File: config.mk
export PLATFORM = sky130hd
export DESIGN_NAME = logic_rs
export DESIGN_NICKNAME = d
export VERILOG_FILES = /design/src/rtl/logic_pkg.sv /design/src/rtl/logic_rs_oldest_sel.sv /design/src/rtl/logic_rs.sv
export SDC_FILE = /design/constraint.sdc
export NUM_CORES = 1
export LEC_CHECK = 0
export BUFFER_PORTS_ARGS = -buffer_cell sky130_fd_sc_hd__buf_2
export CORE_ASPECT_RATIO = 1.1
export CORE_MARGIN = 5
export CORE_UTILIZATION = 55
export DETAILED_ROUTE_END_ITERATION = 16
export PLACE_DENSITY = 0.81
export SLEW_MARGIN = 40
export SYNTH_ARGS = -nofsm -noshare
export SYNTH_HDL_FRONTEND = slang
export SYNTH_SLANG_ARGS = --single-unit
File: constraint.sdc
create_clock -name CLK -period 16.25 [get_ports CLK]
set_input_delay 3.25 -clock CLK [delete_from_list [all_inputs] [get_ports CLK]]
set_output_delay 3.25 -clock CLK [all_outputs]
set_load 0.02 [all_outputs]
File: src/rtl/logic_pkg.sv
// -----------------------------------------------------------------------------
// logic_pkg
// Shared definitions for the logic functional unit and its reservation station:
// opcode constants for the AND/OR/XOR family, the "no producer" tag value and
// the per-entry state encoding used by the reservation station.
// No ports (package).
// -----------------------------------------------------------------------------
package logic_pkg;

    localparam logic [2:0] LOP_AND  = 3'd0;
    localparam logic [2:0] LOP_OR   = 3'd1;
    localparam logic [2:0] LOP_XOR  = 3'd2;
    localparam logic [2:0] LOP_XNOR = 3'd3;
    localparam logic [2:0] LOP_NAND = 3'd4;
    localparam logic [2:0] LOP_NOR  = 3'd5;
    localparam logic [2:0] LOP_NOT  = 3'd6;
    localparam logic [2:0] LOP_PASS = 3'd7;

    // A producer tag of zero means the operand value is already present.
    localparam int TAG_NONE = 0;

    typedef enum logic [1:0] {
        FREE  = 2'd0,
        WAIT  = 2'd1,
        READY = 2'd2
    } entry_state_t;

endpackage

File: src/rtl/logic_rs_oldest_sel.sv
// -----------------------------------------------------------------------------
// logic_rs_oldest_sel
// Picks the oldest ready entry of the reservation station using an age matrix.
// older[i][j] = 1 means entry i was dispatched before entry j.
// Ports:
//   ready     in   N     entries that are ready to issue
//   older     in   NxN   age matrix
//   grant     out  N     one-hot grant of the oldest ready entry
//   any_ready out  1     at least one entry is ready
// -----------------------------------------------------------------------------
module logic_rs_oldest_sel #(
    parameter int N = 2
) (
    input  logic [N-1:0]           ready,
    input  logic [N-1:0][N-1:0]    older,
    output logic [N-1:0]           grant,
    output logic                   any_ready
);

    // An entry wins when it is ready and no other ready entry is older than it.
    always_comb begin
        grant = '0;
        for (int i = 0; i < N; i++) begin
            grant[i] = ready[i];
            for (int j = 0; j < N; j++) begin
                if (j != i && ready[j] && older[j][i]) begin
                    grant[i] = 1'b0;
                end
            end
        end
    end

    assign any_ready = |ready;

endmodule

File: src/rtl/logic_rs.sv
// -----------------------------------------------------------------------------
// logic_rs
// Reservation station for the Tomasulo logic functional unit. Holds dispatched
// instructions until both operands are available (captured from dispatch, the
// dispatch/CDB bypass, or a later CDB broadcast) and presents the oldest ready
// entry to the logic unit over a valid/ready handshake.
//
// Optional feature macro: LOGIC_RS_FLUSH_EN adds a FLUSH input that frees all
// entries at the clock edge and masks ISSUE_VALID while high.
//
// Ports:
//   CLK, RST                 clock, asynchronous active-high reset
//   FLUSH                    (LOGIC_RS_FLUSH_EN only) free all entries
//   DISP_VALID/DISP_READY    dispatch handshake
//   DISP_OP, DISP_TAG        opcode and destination tag
//   DISP_Q1/Q2, DISP_V1/V2   operand producer tags (0 = ready) and values
//   CDB_VALID/TAG/DATA       common data bus broadcast
//   ISSUE_VALID/ISSUE_READY  issue handshake to the logic unit
//   ISSUE_OP/A/B/TAG         presented instruction
//   OCCUPANCY                number of busy entries
// -----------------------------------------------------------------------------
module logic_rs
    import logic_pkg::*;
#(
    parameter int NUM_ENTRIES = 2,
    parameter int DATA_W      = 32,
    parameter int TAG_W       = 4,
    parameter int OP_W        = 3
) (
    input  logic                          CLK,
    input  logic                          RST,
`ifdef LOGIC_RS_FLUSH_EN
    input  logic                          FLUSH,
`endif
    input  logic                          DISP_VALID,
    output logic                          DISP_READY,
    input  logic [OP_W-1:0]               DISP_OP,
    input  logic [TAG_W-1:0]              DISP_TAG,
    input  logic [TAG_W-1:0]              DISP_Q1,
    input  logic [TAG_W-1:0]              DISP_Q2,
    input  logic [DATA_W-1:0]             DISP_V1,
    input  logic [DATA_W-1:0]             DISP_V2,
    input  logic                          CDB_VALID,
    input  logic [TAG_W-1:0]              CDB_TAG,
    input  logic [DATA_W-1:0]             CDB_DATA,
    output logic                          ISSUE_VALID,
    input  logic                          ISSUE_READY,
    output logic [OP_W-1:0]               ISSUE_OP,
    output logic [DATA_W-1:0]             ISSUE_A,
    output logic [DATA_W-1:0]             ISSUE_B,
    output logic [TAG_W-1:0]              ISSUE_TAG,
    output logic [$clog2(NUM_ENTRIES):0]  OCCUPANCY
);

    localparam int IDX_W = $clog2(NUM_ENTRIES);
    localparam int OCC_W = IDX_W + 1;
    localparam logic [TAG_W-1:0] NO_TAG = TAG_W'(TAG_NONE);

    entry_state_t        state_q [NUM_ENTRIES];
    entry_state_t        state_d [NUM_ENTRIES];
    logic [OP_W-1:0]     op_q    [NUM_ENTRIES];
    logic [OP_W-1:0]     op_d    [NUM_ENTRIES];
    logic [TAG_W-1:0]    tag_q   [NUM_ENTRIES];
    logic [TAG_W-1:0]    tag_d   [NUM_ENTRIES];
    logic [TAG_W-1:0]    q1_q    [NUM_ENTRIES];
    logic [TAG_W-1:0]    q1_d    [NUM_ENTRIES];
    logic [TAG_W-1:0]    q2_q    [NUM_ENTRIES];
    logic [TAG_W-1:0]    q2_d    [NUM_ENTRIES];
    logic [DATA_W-1:0]   v1_q    [NUM_ENTRIES];
    logic [DATA_W-1:0]   v1_d    [NUM_ENTRIES];
    logic [DATA_W-1:0]   v2_q    [NUM_ENTRIES];
    logic [DATA_W-1:0]   v2_d    [NUM_ENTRIES];

    logic [NUM_ENTRIES-1:0][NUM_ENTRIES-1:0] older_q;
    logic [NUM_ENTRIES-1:0][NUM_ENTRIES-1:0] older_d;

    logic                hold_q;
    logic                hold_d;
    logic [IDX_W-1:0]    hold_idx_q;
    logic [IDX_W-1:0]    hold_idx_d;

    logic [NUM_ENTRIES-1:0] free_vec;
    logic [NUM_ENTRIES-1:0] ready_vec;
    logic [NUM_ENTRIES-1:0] grant;
    logic                   any_ready;
    logic [IDX_W-1:0]       alloc_idx;
    logic                   alloc_found;
    logic [IDX_W-1:0]       grant_idx;
    logic [IDX_W-1:0]       sel_idx;
    logic                   disp_fire;
    logic                   issue_fire;

    logic [TAG_W-1:0]    byp_q1;
    logic [TAG_W-1:0]    byp_q2;
    logic [DATA_W-1:0]   byp_v1;
    logic [DATA_W-1:0]   byp_v2;

    // Decode registered entry states into free/ready vectors.
    always_comb begin
        free_vec  = '0;
        ready_vec = '0;
        for (int i = 0; i < NUM_ENTRIES; i++) begin
            free_vec[i]  = (state_q[i] == FREE);
            ready_vec[i] = (state_q[i] == READY);
        end
    end

    // Lowest-index free entry; scanning downwards leaves the lowest one.
    always_comb begin
        alloc_idx   = '0;
        alloc_found = 1'b0;
        for (int i = NUM_ENTRIES - 1; i >= 0; i--) begin
            if (free_vec[i]) begin
                alloc_idx   = IDX_W'(i);
                alloc_found = 1'b1;
            end
        end
    end

    assign DISP_READY = alloc_found & ~RST;
    assign disp_fire  = DISP_VALID & DISP_READY;

    logic_rs_oldest_sel #(
        .N (NUM_ENTRIES)
    ) u_oldest_sel (
        .ready     (ready_vec),
        .older     (older_q),
        .grant     (grant),
        .any_ready (any_ready)
    );

    // Encode the one-hot grant into an index.
    always_comb begin
        grant_idx = '0;
        for (int i = 0; i < NUM_ENTRIES; i++) begin
            if (grant[i]) begin
                grant_idx = IDX_W'(i);
            end
        end
    end

    // A stalled presentation stays locked on its entry so that an older entry
    // waking up later cannot swap the operands out from under the logic unit.
    assign sel_idx = hold_q ? hold_idx_q : grant_idx;

`ifdef LOGIC_RS_FLUSH_EN
    assign ISSUE_VALID = any_ready & ~FLUSH;
`else
    assign ISSUE_VALID = any_ready;
`endif

    assign issue_fire = ISSUE_VALID & ISSUE_READY;

    // Issue data comes straight from the selected entry, zero when idle.
    always_comb begin
        ISSUE_OP  = '0;
        ISSUE_A   = '0;
        ISSUE_B   = '0;
        ISSUE_TAG = '0;
        if (ISSUE_VALID) begin
            ISSUE_OP  = op_q[sel_idx];
            ISSUE_A   = v1_q[sel_idx];
            ISSUE_B   = v2_q[sel_idx];
            ISSUE_TAG = tag_q[sel_idx];
        end
    end

    // Operands captured at dispatch, taking a same-cycle CDB broadcast
    // into account so the entry can be ready immediately.
    always_comb begin
        byp_q1 = DISP_Q1;
        byp_v1 = DISP_V1;
        byp_q2 = DISP_Q2;
        byp_v2 = DISP_V2;
        if (CDB_VALID && DISP_Q1 != NO_TAG && CDB_TAG == DISP_Q1) begin
            byp_q1 = NO_TAG;
            byp_v1 = CDB_DATA;
        end
        if (CDB_VALID && DISP_Q2 != NO_TAG && CDB_TAG == DISP_Q2) begin
            byp_q2 = NO_TAG;
            byp_v2 = CDB_DATA;
        end
    end

    // Next-state logic for every entry, the age matrix and the issue lock.
    always_comb begin
        older_d    = older_q;
        hold_d     = ISSUE_VALID & ~ISSUE_READY;
        hold_idx_d = sel_idx;
        for (int i = 0; i < NUM_ENTRIES; i++) begin
            state_d[i] = state_q[i];
            op_d[i]    = op_q[i];
            tag_d[i]   = tag_q[i];
            q1_d[i]    = q1_q[i];
            q2_d[i]    = q2_q[i];
            v1_d[i]    = v1_q[i];
            v2_d[i]    = v2_q[i];
            case (state_q[i])
                FREE: begin
                    if (disp_fire && alloc_idx == IDX_W'(i)) begin
                        op_d[i]  = DISP_OP;
                        tag_d[i] = DISP_TAG;
                        q1_d[i]  = byp_q1;
                        q2_d[i]  = byp_q2;
                        v1_d[i]  = byp_v1;
                        v2_d[i]  = byp_v2;
                        state_d[i] = (byp_q1 == NO_TAG && byp_q2 == NO_TAG) ? READY : WAIT;
                    end
                end
                WAIT: begin
                    if (CDB_VALID && q1_q[i] != NO_TAG && CDB_TAG == q1_q[i]) begin
                        q1_d[i] = NO_TAG;
                        v1_d[i] = CDB_DATA;
                    end
                    if (CDB_VALID && q2_q[i] != NO_TAG && CDB_TAG == q2_q[i]) begin
                        q2_d[i] = NO_TAG;
                        v2_d[i] = CDB_DATA;
                    end
                    if (q1_d[i] == NO_TAG && q2_d[i] == NO_TAG) begin
                        state_d[i] = READY;
                    end
                end
                READY: begin
                    if (issue_fire && sel_idx == IDX_W'(i)) begin
                        state_d[i] = FREE;
                    end
                end
                default: begin
                    state_d[i] = FREE;
                end
            endcase
        end
        // The new entry is younger than everything currently occupied.
        // Stale bits of free entries are harmless: a free entry is never
        // ready, and its row is cleared when it is allocated again.
        if (disp_fire) begin
            for (int j = 0; j < NUM_ENTRIES; j++) begin
                older_d[j][alloc_idx] = ~free_vec[j];
            end
            older_d[alloc_idx] = '0;
        end
`ifdef LOGIC_RS_FLUSH_EN
        // Flush overrides dispatch and CDB capture in the same cycle.
        if (FLUSH) begin
            for (int i = 0; i < NUM_ENTRIES; i++) begin
                state_d[i] = FREE;
            end
            older_d = '0;
            hold_d  = 1'b0;
        end
`endif
    end

    // State registers; reset empties the station immediately.
    always_ff @(posedge CLK or posedge RST) begin
        if (RST) begin
            for (int i = 0; i < NUM_ENTRIES; i++) begin
                state_q[i] <= FREE;
                op_q[i]    <= '0;
                tag_q[i]   <= '0;
                q1_q[i]    <= '0;
                q2_q[i]    <= '0;
                v1_q[i]    <= '0;
                v2_q[i]    <= '0;
            end
            older_q    <= '0;
            hold_q     <= 1'b0;
            hold_idx_q <= '0;
        end else begin
            for (int i = 0; i < NUM_ENTRIES; i++) begin
                state_q[i] <= state_d[i];
                op_q[i]    <= op_d[i];
                tag_q[i]   <= tag_d[i];
                q1_q[i]    <= q1_d[i];
                q2_q[i]    <= q2_d[i];
                v1_q[i]    <= v1_d[i];
                v2_q[i]    <= v2_d[i];
            end
            older_q    <= older_d;
            hold_q     <= hold_d;
            hold_idx_q <= hold_idx_d;
        end
    end

    // Busy-entry count.
    always_comb begin
        OCCUPANCY = '0;
        for (int i = 0; i < NUM_ENTRIES; i++) begin
            if (!free_vec[i]) begin
                OCCUPANCY = OCCUPANCY + OCC_W'(1);
            end
        end
    end

endmodule

# Yosys cells after proc, flatten, opt, wreduce, memory -nomap -nowiden
# Cells that the tools add are included.
[totals] input_bits=120 register_bits=168
[classes] n_eq_ne=20 n_reduce_logical=48 bitwise=13 mux=71 addsub=1 order_cmp=3
[ops] operator="two-way mux 32 bit" n=18
[ops] operator="case mux 32 bit (2 select lines)" n=4
[ops] operator="two-way mux 4 bit" n=18
[ops] operator="case mux 4 bit (2 select lines)" n=4
[ops] operator="equality test 4 bit" n=6
[ops] operator="zero test 4 bit" n=6
[ops] operator="nonzero test 4 bit" n=6
[ops] operator="logical AND 1 bit" n=21
[ops] operator="two-way mux 2 bit" n=9
[ops] operator="AND reduction 3 bit" n=6
[ops] operator="!= test 2 bit (second input constant)" n=7
[ops] operator="two-way mux 3 bit" n=4
[ops] operator="case mux 2 bit (3 select lines)" n=2
[ops] operator="two-way mux 1 bit" n=8
[ops] operator="AND reduction 2 bit" n=4
[ops] operator="!= test 2 x 1 -> 1 bit (second input constant)" n=3
[ops] operator="inverter 1 bit" n=6
[ops] operator="bitwise AND 1 bit" n=4
[ops] operator="bitwise AND 4 bit" n=1
[ops] operator="bitwise mux 2 bit" n=2
[ops] operator="equality test 2 x 1 -> 1 bit (second input constant)" n=2
[ops] operator="equality test 2 bit (second input constant)" n=2
[ops] operator="zero test 2 bit" n=2
[ops] operator="inverter 4 bit" n=1
[ops] operator="9 further kinds" n=10

# Depth between registers and ports, before layout
# Gate-level depths: netlist of run 1.
[depth] depth_word=10 ltp_mapped=11 depth_no_buf=8

# Hierarchy
# From an unflattened synthesis of run 1, not the netlist that was laid out.
[unflattened] hier_cells=935 hier_area_um2=9696.8
[by_module_without_submodules] mod="logic_rs" area_per_inst_um2=9675.5 cells_each=932 seq_area_each_um2=4204.0 instances=1
[by_module_without_submodules] mod="logic_rs_oldest_sel" area_per_inst_um2=21.3 cells_each=3 seq_area_each_um2=0.0 instances=1

# Least setup slack after synthesis of run 1
# No wires, ideal clock.
[synth_timing] kind="in2out" from="input port RST" to="output port DISP_READY" t_arrival_ns=3.530 slack_ns=9.470 cell_stages=1 path_cell_list="nor2_1"
[synth_via] elab_chain_len=2
[synth_rtl] element="start: declaration" line="logic_rs.sv:31" rtl="input logic RST,"
[synth_rtl] element="inverter 1 bit" line="logic_rs.sv:120" rtl="assign DISP_READY = alloc_found & ~RST;"
[synth_rtl] element="bitwise AND 1 bit" line="logic_rs.sv:120"
[synth_rtl] element="end: declaration" line="logic_rs.sv:36" rtl="output logic DISP_READY,"
# Every way passes these cells.

# Final worst setup path of run 1
# Same ends and word-level chain as after synthesis.

==> results of run 1 <==
-- synth_stat cells, types with 2 or more instances --
master	count	share of area, %
nand4_1	3	0.20
nand3_1	5	0.26
o2bb2ai_1	4	0.37
mux2i_1	96	10
or3_1	7	0.46
nand2_1	196	7.8
ha_1	2	0.26
nor2_1	107	4.2
o31a_1	2	0.18
clkbuf_1	28	1.1
nor3_1	6	0.32
buf_1	8	0.32
dfrtp_1	165	43
a32o_1	3	0.32
a22o_1	2	0.18
o31ai_1	8	0.63
buf_6	11	1.3
o31ai_4	4	0.90
o32ai_1	2	0.18
buf_8	3	0.47
o311a_1	2	0.21
and3_1	2	0.13
nand2b_1	7	0.46
inv_1	13	0.51
buf_2	12	0.63
o21ai_0	5	0.26
mux2_4	60	9.5
o211ai_1	3	0.24
o22ai_1	4	0.26
and2_1	2	0.13
mux2_2	4	0.47
buf_4	6	0.47
nor3b_1	2	0.16
inv_2	2	0.079
a21oi_1	172	9.1
xnor2_1	16	1.5
xnor2_2	2	0.34
-- where the power goes --
group,total [mW],internal (mW),switching (mW)
clock network,0.434,0.258,0.176
logic,1.02,0.445,0.577
registers,0.733,0.614,0.119
total,2.19,1.32,0.872
-- kinds of logic after synthesis --
kind of cell / Yosys count / share of synthesized area (%)
buffers and inverters: 83 / 4.90
muxes: 160 / 20.1
xor gates and xnor gates: 18 / 1.82
and+or+nand+nor: 348 / 15.1
adders and majority gates: 2 / 0.264
AOI/OAI and AO/OA: 225 / 14.3
DFF: 165 / 43.5
-- per-stage QoR --
| step | power, mW | cells | util [%] |
|---|---|---|---|
| 2_1_floorplan | 1.53 | 1001 | - |
| 4_1_cts | 2.19 | 1407 | 65.4 |
| 6_report | 2.19 | 1410 | 65.5 |
| 3_3_place_gp | 1.71 | 1375 | 61.7 |
| 3_5_place_dp | 1.75 | 1375 | 61.7 |
| 5_1_grt | 2.33 | 1409 | 65.5 |
-- metal layers --
layer	wire [microns]	track usage (%)
met3	1640	4.39
met1	10600	33.3
met2	12800	43.7
met4	630	9.78
met5	7	0
-- worst paths after layout --
kind,cells after the start,end
worst min register to register,2,op_q[0]
worst min-delay path,2,op_q[0]
worst max-delay path,3,DISP_READY
max in group asynchronous,3,v2_q[59]
worst max register to register,7,v2_q[61]
min in group asynchronous,2,q2_q[0]
-- worst reg2reg max path, delay by kind of cell, from the launching register on --
family | cells | cell delay, ps
AND/OR/NAND/NOR | 3 | 1490
buffers and inverters | 1 | 550
flip-flops | 1 | 430
multiplexers | 1 | 400
AO/OA/AOI/OAI | 1 | 370
adder cells (fa/ha/maj) | 1 | 230
-- area by class of cell --
class                           count  share of cell area [%]
Multi-Input combinational cell    753                    44.3
Sequential cell                   165                    37.0
Timing Repair Buffer              208                    9.75
Clock buffer                       20                    4.19
Tap cell                          234                    2.63
Clock inverter                     12                    1.48
Inverter                           15                   0.572
Antenna cell                        3                  0.0673
-- state kept, by name (all words and copies together), names as in the netlist --
name / cells
q2_q: 8
v2_q: 64
op_q: 6
older_q: 1
v1_q: 64
hold_idx_q: 1
q1_q: 8
hold_q: 1
state_q: 4
tag_q: 8
==> results.py, run 1 <==
metrics = {
    "grt": {
        "grt.overflow.total": 0,
        "grt_first_pass_wirelength_microns": 41500,
        "grt_pass1_vias": 8050,
        "antenna_found_initial": 3,
        "track_usage_pct": 25.9,
        "grt_start_max_net_pins": 95,
    },
    "floorplanning": {
        "initial_utilization_pct": 55.8,
        "die-width_microns": 135,
        "core_sq_mm": 0.0170,
        "io_pins": 195,
        "die-area_sq_mm": 0.0200,
        "die_h_microns": 148,
        "rows": 50,
    },
    "clock_tree": {
        "ctsHoldBuffers": 0,
        "cts_tree": "done",
        "worstSkewPairLatency_ps": 420,
        "root_buffer": "clkbuf_16",
        "cts_setup_buffers": 0,
        "clkTransAtPathRegs_ps": 60,
        "cts_resized": 0,
        "h-tree-depth": 4,
        "cts_buffers": 17,
        "clkSinkCount": 165,
        "clockBufferDepth": 2,
    },
    "sta": {
        "relSlewSlack_pct": 47.2,
        "rsz0062_at_grt": "no",
        "hold_violations": 0,
        "period_share_pct": 42.4,
        "tightestPinTransition_ps": 792,
        "finalWorstSetupSlack_ps": 9360,
        "maxSlewViolCount": 0,
        "fin_crit_ps": 6890,
        "fin_worst_skew_ps": 12.5,
        "setup_viol": 0,
        "clock.fmax_mhz": 145,
        "hold_slack_ps": 476,
        "setup_tns_ps": 0,
    },
    "logic_synthesis": {
        "synthDistinctLibCells": 62,
        "ys_warn_count": 0,
        "synth_seq_cells": 165,
        "yosysSeqAreaShare_pct": 43.5,
        "synth_area_sq_mm": 0.00949,
        "syn_inst": 1001,
        "avgSynthCellArea_sq_um": 9.48,
        "ys_async_sr_fraction_pct": 100,
        "synth_edf_count": 0,
        "synth_ff_type": "dfrtp_1",
        "synth_fp_nets": 1123,
    },
    "routing": {
        "drtIter0Drc": 548,
        "drt_pass1_iterations": 4,
        "wl_per_cell_microns": 18.2,
        "wl_microns": 25600,
        "ant_nets": 0,
        "drc_errors": 0,
        "vias_per_cell": 5.68,
        "via_count": 8004,
    },
    "critical_path": {
        "r2r_slack_ps": 12680,
        "slowest_stage": "buf_2",
        "setup.worst_path.start": "RST",
        "worstPathMaxFanout": 4,
        "r2r-start": "state_q[3]",
        "crit_family": "buffers and inverters",
        "cpMostUsedCell": "buf_2",
        "max_stage_delay_ps": 160,
        "end_kind": "output pin",
        "critPathBufInv": 2,
        "critPathKind": "input port to output pin",
        "cp.required_ps": 13000,
        "startpoint_type": "input port",
        "critical_path_arrival_ps": 3640,
        "crit_chain": "buf_2, nor2_1, buf_2",
    },
    "worst_hold_path": {
        "hp-start": "op_q[0]",
        "hold_path.class": "register to register",
    },
    "final_layout": {
        "final_common_cell": "nand2_1",
        "multiInputGateArea_sq_mm": 0.00494,
        "final_layout_size_suffix_gt1_share_pct": 28.1,
        "fin_nets": 1282,
        "final_cell_mix": "nand2_1, buf_2, a21oi_1, dfrtp_1, nor2_1",
        "fillers": 1403,
        "design_area_sq_mm": 0.0112,
        "final-seq-area_sq_mm": 0.00413,
        "syn_to_final_growth_pct": 17.5,
    },
    "run_status": {
        "status": "finished clean",
    },
    "power_and_ir_drop": {
        "powerDensity_mw_per_mm2": 196,
        "ir_worst_vdd_mv": 0.104,
        "power_leakage_nw": 5.41,
    },
    "place": {
        "io_buffers": 194,
        "dp_slack_ps": 9360,
        "place_hpwl_microns": 16300,
        "gp_congestion": 0.892,
        "placed_area_sq_mm": 0.0105,
    },
    "job": {
        "drv_cap": 0,
    },
}
No activity file was read; power rests on OpenSTA's default activity.
==> run 2: changes to the inputs <==
Settings changed: ABC_AREA set to 1.
Clock period 16.25 ns to 6.37 ns, I/O delays scaled along.
==> run 2 against run 1 <==
Net effect: power rose by 150%; clock-buffer cell count fell by 1; sequential share of layout area fell by 1.2 points; core utilization fell by 0.49 points; critical path depth rose by 5; global-route usage rose by 1.5 points; synthesized cell count rose by 42%; hold slack got worse by 11 ps; routed wire length rose by 13%; register-to-register slack got worse by 9500 ps; die area rose by 4.3%; largest cell class unchanged; highest routed layer is now met4.
==> results.py, run 2 <==
metrics = {
    "run_status": {
        "status": "finished clean",
    },
    "floorplanning": {
        "io_pins": 195,
        "die-area_sq_mm": 0.0208,
        "die_h_microns": 151,
        "rows": 51,
        "die-width_microns": 138,
        "core_sq_mm": 0.0177,
        "initial_utilization_pct": 56.0,
    },
    "routing": {
        "drtIter0Drc": 910,
        "vias_per_cell": 5.57,
        "wl_microns": 28900,
        "via_count": 10100,
        "drt_pass1_iterations": 6,
        "drc_errors": 0,
        "ant_nets": 0,
        "wl_per_cell_microns": 16.0,
    },
    "grt": {
        "met1_usage_pct": 34.6,
        "track_usage_pct": 27.4,
        "antenna_found_initial": 0,
        "met3_usage_pct": 4.77,
        "busiest_layer": "met2",
        "grt.overflow.total": 0,
        "grt_first_pass_wirelength_microns": 46900,
        "grtUsageMet2_pct": 46.7,
        "grt_start_max_net_pins": 104,
        "grt_pass1_vias": 9660,
    },
    "clock_tree": {
        "worstSkewPairLatency_ps": 440,
        "clockBufferDepth": 2,
        "ctsHoldBuffers": 0,
        "root_buffer": "clkbuf_16",
        "h-tree-depth": 4,
        "cts_resized": 0,
        "clkTransAtPathRegs_ps": 70,
        "cts_tree": "done",
        "cts_buffers": 17,
        "clkSinkCount": 165,
        "cts_setup_buffers": 0,
    },
    "sta": {
        "setup_tns_ps": 0,
        "hold_violations": 0,
        "period_share_pct": 62.2,
        "fin_crit_ps": 3960,
        "clock.fmax_mhz": 252,
        "relSlewSlack_pct": 44.0,
        "tightestPinTransition_ps": 841,
        "setup_viol": 0,
        "rsz0062_at_grt": "no",
        "maxSlewViolCount": 0,
        "fin_worst_skew_ps": 9.12,
    },
    "power_and_ir_drop": {
        "power_leakage_nw": 5.93,
        "ir_worst_vdd_mv": 0.241,
        "powerDensity_mw_per_mm2": 470,
    },
    "logic_synthesis": {
        "synthDistinctLibCells": 30,
        "synth-xor-area-share_pct": 0.176,
        "synth-simple-area-share_pct": 25.0,
        "yosysSeqAreaShare_pct": 41.6,
        "synth_most_common_cell": "nor2_1",
        "synth_top_family_by_area": "simple AND/OR/NAND/NOR gates",
        "synth_fa_ha_area_share_pct": 0.252,
        "synth_seq_cells": 165,
        "post-synth-top-area-fraction_pct": 41.6,
        "ys_warn_count": 0,
        "synth_area_sq_mm": 0.00993,
        "avgSynthCellArea_sq_um": 7.00,
        "ys_async_sr_fraction_pct": 100,
        "synth_largest_area_cell": "dfrtp_1",
        "synth_fp_nets": 1541,
        "synthTopCellsByArea": "dfrtp_1, nor2_1, nand2_1",
        "netlist_top_cells_count": "nor2_1, nand2_1, inv_1",
        "synth.area.mux_share_pct": 0,
        "synth_compound_area_share_pct": 21.5,
        "synth_edf_count": 0,
        "synth_ff_type": "dfrtp_1",
        "syn_inst": 1419,
    },
    "job": {
        "drv_cap": 0,
    },
    "final_layout": {
        "fin_nets": 1678,
        "final_cell_mix": "nor2_1, nand2_1, buf_2, inv_1, dfrtp_1",
        "top_regs": "v1_q x64, v2_q x64",
        "final_layout_size_suffix_gt1_share_pct": 17.5,
        "syn_to_final_growth_pct": 16.2,
        "final-seq-area_sq_mm": 0.00413,
        "multiInputGateArea_sq_mm": 0.00470,
        "final_common_cell": "nor2_1",
        "n_antenna_cell": 0,
        "instances_no_fill": 1806,
        "fillers": 1587,
    },
    "worst_hold_path": {
        "hp-start": "tag_q[6]",
        "hold_path.class": "register to register",
    },
    "place": {
        "gp_congestion": 0.876,
        "place_hpwl_microns": 18800,
        "io_buffers": 194,
        "dp.cells": 1774,
    },
    "critical_path": {
        "critPathKind": "register to output pin",
        "end_kind": "output pin",
        "startpoint_type": "register",
        "worstPathMaxFanout": 50,
        "cp.required_ps": 5100,
        "r2r-start": "state_q[1]",
        "critical_path_arrival_ps": 2690,
        "setup.worst_path.start": "state_q[1]",
    },
}
## run 2: per-stage QoR
step	area [sq um]	total power, mW	util [%]	hold slack [ps]	setup slack (ps)
after floorplan	9930	3.67	-	437	634
after global placement	10800	4.31	61.2	448	2730
after detailed placement	10900	4.40	61.6	453	2840
after CTS	11500	5.42	64.9	469	2430
after global routing	11500	5.83	65.0	496	2200
final	11500	5.42	65.0	465	2410
## run 2: worst paths after layout
kind                          endpoint  slack (ps)  depth (start not counted)
max                        ISSUE_B[27]        2410                          8
min                           tag_q[6]         470                          2
max reg2reg                   v2_q[22]        3220                         13
min reg2reg                   tag_q[6]         470                          2
max in group asynchronous     v2_q[53]        4720                          3
min in group asynchronous      q1_q[1]         810                          2
## run 2: logic make-up (layout without fill, tap and decap cells)
group           Yosys count  after routing
simple gates            639            639
compound gates          341            341
buf+inv                 270            419
flops                   165            165
fa+ha+maj                 2              2
xor+xnor                  2              2
## run 2: layer usage
layer	up-vias	routed length [microns]
li1	4924	-
met1	4688	12100
met2	394	14200
met3	58	1760
met4	0	864
met5	-	0
## run 2: critical path, stage by stage (launching register included)
cell and delay, ps:
dfrtp_1 380, inv_1 70, nor2_1 170, inv_1 100, nand2_2 360, buf_4 550, o21ai_0 160, nor2_1 240
buf_2 220
## run 2: where the power goes
| part | switching, mW | leakage [nW] | internal [mW] |
|---|---|---|---|
| clock | 0.449 | 0.266 | 0.563 |
| sequential | 0.278 | 1.94 | 1.57 |
| combinational | 1.73 | 3.72 | 0.841 |
| total | 2.45 | 5.93 | 2.97 |
## run 2: layout make-up
cell class,instances,share of cell area [%]
flip-flops and latches,165,35.8
clock buffers,19,3.93
inverters,180,6.03
multi-input cells,984,40.7
repair buffers,208,9.91
well taps,238,2.58
clock inverters,12,1.06
==> run 3: changes to the inputs <==
Clock period 6.37 ns to 3.8 ns, I/O delays scaled along.
==> run 3 against run 2 <==
Net effect: first-iteration DRC count grew 4.5%; clock skew shrank 0.53 ps; final cell count increased by 0.50%; hold slack improved by 6.8 ps; critical path depth is the same; via count grew 0.40%; design area grew 0.69%; clock power increased by 72%; global-route usage grew 0.24 points; core utilization rose by 0.45 points; combinational power up 68%; non-clock buffer count increased by 8; critical endpoint is now ISSUE_B[26].
==> results.py, run 3 (synthesis gave the netlist of run 2 again) <==
metrics = {
    "final_layout": {
        "instances_no_fill": 1815,
        "final_layout_size_suffix_gt1_share_pct": 17.9,
        "n_antenna_cell": 0,
        "fillers": 1595,
        "syn_to_final_growth_pct": 17.0,
        "final_cell_mix": "nor2_1, nand2_1, buf_2, inv_1, dfrtp_1",
        "top_regs": "v1_q x64, v2_q x64",
        "final_common_cell": "nor2_1",
        "fin_nets": 1686,
        "final_core_util_pct": 65.5,
        "design_area_sq_mm": 0.0116,
    },
    "grt": {
        "grt_pass1_vias": 9637,
        "track_usage_pct": 27.6,
        "grt.overflow.total": 0,
        "grt_start_max_net_pins": 98,
        "grt_first_pass_wirelength_microns": 47100,
        "antenna_found_initial": 0,
    },
    "routing": {
        "drt_pass1_iterations": 9,
        "wl_per_cell_microns": 16.0,
        "wl_microns": 29000,
        "vias_per_cell": 5.57,
        "drtIter0Drc": 951,
        "ant_nets": 0,
        "via_count": 10100,
        "drc_errors": 0,
    },
    "clock_tree": {
        "ctsHoldBuffers": 0,
        "cts_resized": 0,
        "cts_tree": "done",
        "cts_buffers": 17,
        "worstSkewPairLatency_ps": 430,
        "cts_setup_buffers": 0,
        "clockBufferDepth": 2,
        "h-tree-depth": 4,
        "clkTransAtPathRegs_ps": 60,
        "root_buffer": "clkbuf_16",
        "clkSinkCount": 165,
    },
    "sta": {
        "tightestPinTransition_ps": 835,
        "hold_slack_ps": 472,
        "period_share_pct": 85.7,
        "setup_tns_ps": 0,
        "relSlewSlack_pct": 44.3,
        "finalWorstSetupSlack_ps": 542,
        "fin_worst_skew_ps": 8.59,
        "rsz0062_at_grt": "no",
        "fin_crit_ps": 3260,
        "hold_violations": 0,
        "setup_viol": 0,
        "clock.fmax_mhz": 307,
        "maxSlewViolCount": 0,
    },
    "critical_path": {
        "worstPathMaxFanout": 77,
        "critPathKind": "register to output pin",
        "r2r_slack_ps": 850,
        "worst_r2r_path_depth": 15,
        "end_kind": "output pin",
        "startpoint_type": "register",
        "cp.required_ps": 3040,
        "critical_path_arrival_ps": 2500,
        "r2r-start": "state_q[1]",
        "rr_endpoint": "v1_q[57]",
    },
    "run_status": {
        "status": "finished clean",
    },
    "place": {
        "dp_slack_ps": 834,
        "placed_area_sq_mm": 0.0110,
        "place_hpwl_microns": 19400,
        "io_buffers": 194,
        "dp.cells": 1782,
        "gp_congestion": 0.899,
    },
    "floorplanning": {
        "initial_utilization_pct": 56.0,
        "rows": 51,
        "core_sq_mm": 0.0177,
        "die-area_sq_mm": 0.0208,
        "die_h_microns": 151,
        "die-width_microns": 138,
        "io_pins": 195,
    },
    "worst_hold_path": {
        "min_path_cells": 2,
        "hold_path_end": "op_q[5]",
        "hold_path.class": "register to register",
        "hp-start": "op_q[5]",
    },
    "power_and_ir_drop": {
        "ir_worst_vdd_mv": 0.397,
        "powerDensity_mw_per_mm2": 791,
        "power_mw": 9.19,
        "power_leakage_nw": 5.98,
    },
    "job": {
        "drv_cap": 0,
    },
}
==> run 3: worst max-delay path, cell delays in order, from the launching register on <==
cell     delay [ps]
dfrtp_1         380
inv_1            70
nor2_1          150
nand3_1         150
o21ai_4          90
buf_4           620
o21ai_0         180
nor2_1          210
buf_2           210
==> run 3: per-layer routing <==
| metal | vias up | track usage, % | routed length (microns) |
|---|---|---|---|
| met5 | - | 0 | 0 |
| met4 | 0 | 11.9 | 905 |
| li1 | 4925 | - | - |
| met1 | 4665 | 36.2 | 12100 |
| met3 | 76 | 4.55 | 1990 |
| met2 | 438 | 45.7 | 14000 |
==> run 3: final cells by class <==
cell class / instances / area [sq um] / share of cell area, %
Multi-Input combinational cell: 984 / 4700 / 40.4
Clock inverter: 11 / 125 / 1.08
Sequential cell: 165 / 4130 / 35.5
Inverter: 180 / 686 / 5.90
Clock buffer: 21 / 470 / 4.05
Timing Repair Buffer: 216 / 1210 / 10.4
Tap cell: 238 / 298 / 2.56
==> run 3: worst max path at each step <==
stage	cells past startpoint	from	end
global placement	8	CDB_TAG[1]	v2_q[4]
global route	8	state_q[1]	ISSUE_A[26]
CTS	8	state_q[1]	ISSUE_A[21]
detailed placement	8	CDB_TAG[1]	v2_q[5]
floorplan	1	RST	hold_idx_q
finish	8	state_q[1]	ISSUE_B[26]
==> run 3: power breakdown <==
part           switching, mW  internal, mW  total, mW
logic                   2.89          1.44       4.33
clock network          0.723          1.02       1.74
registers              0.485          2.63       3.11
total                   4.10          5.09       9.19
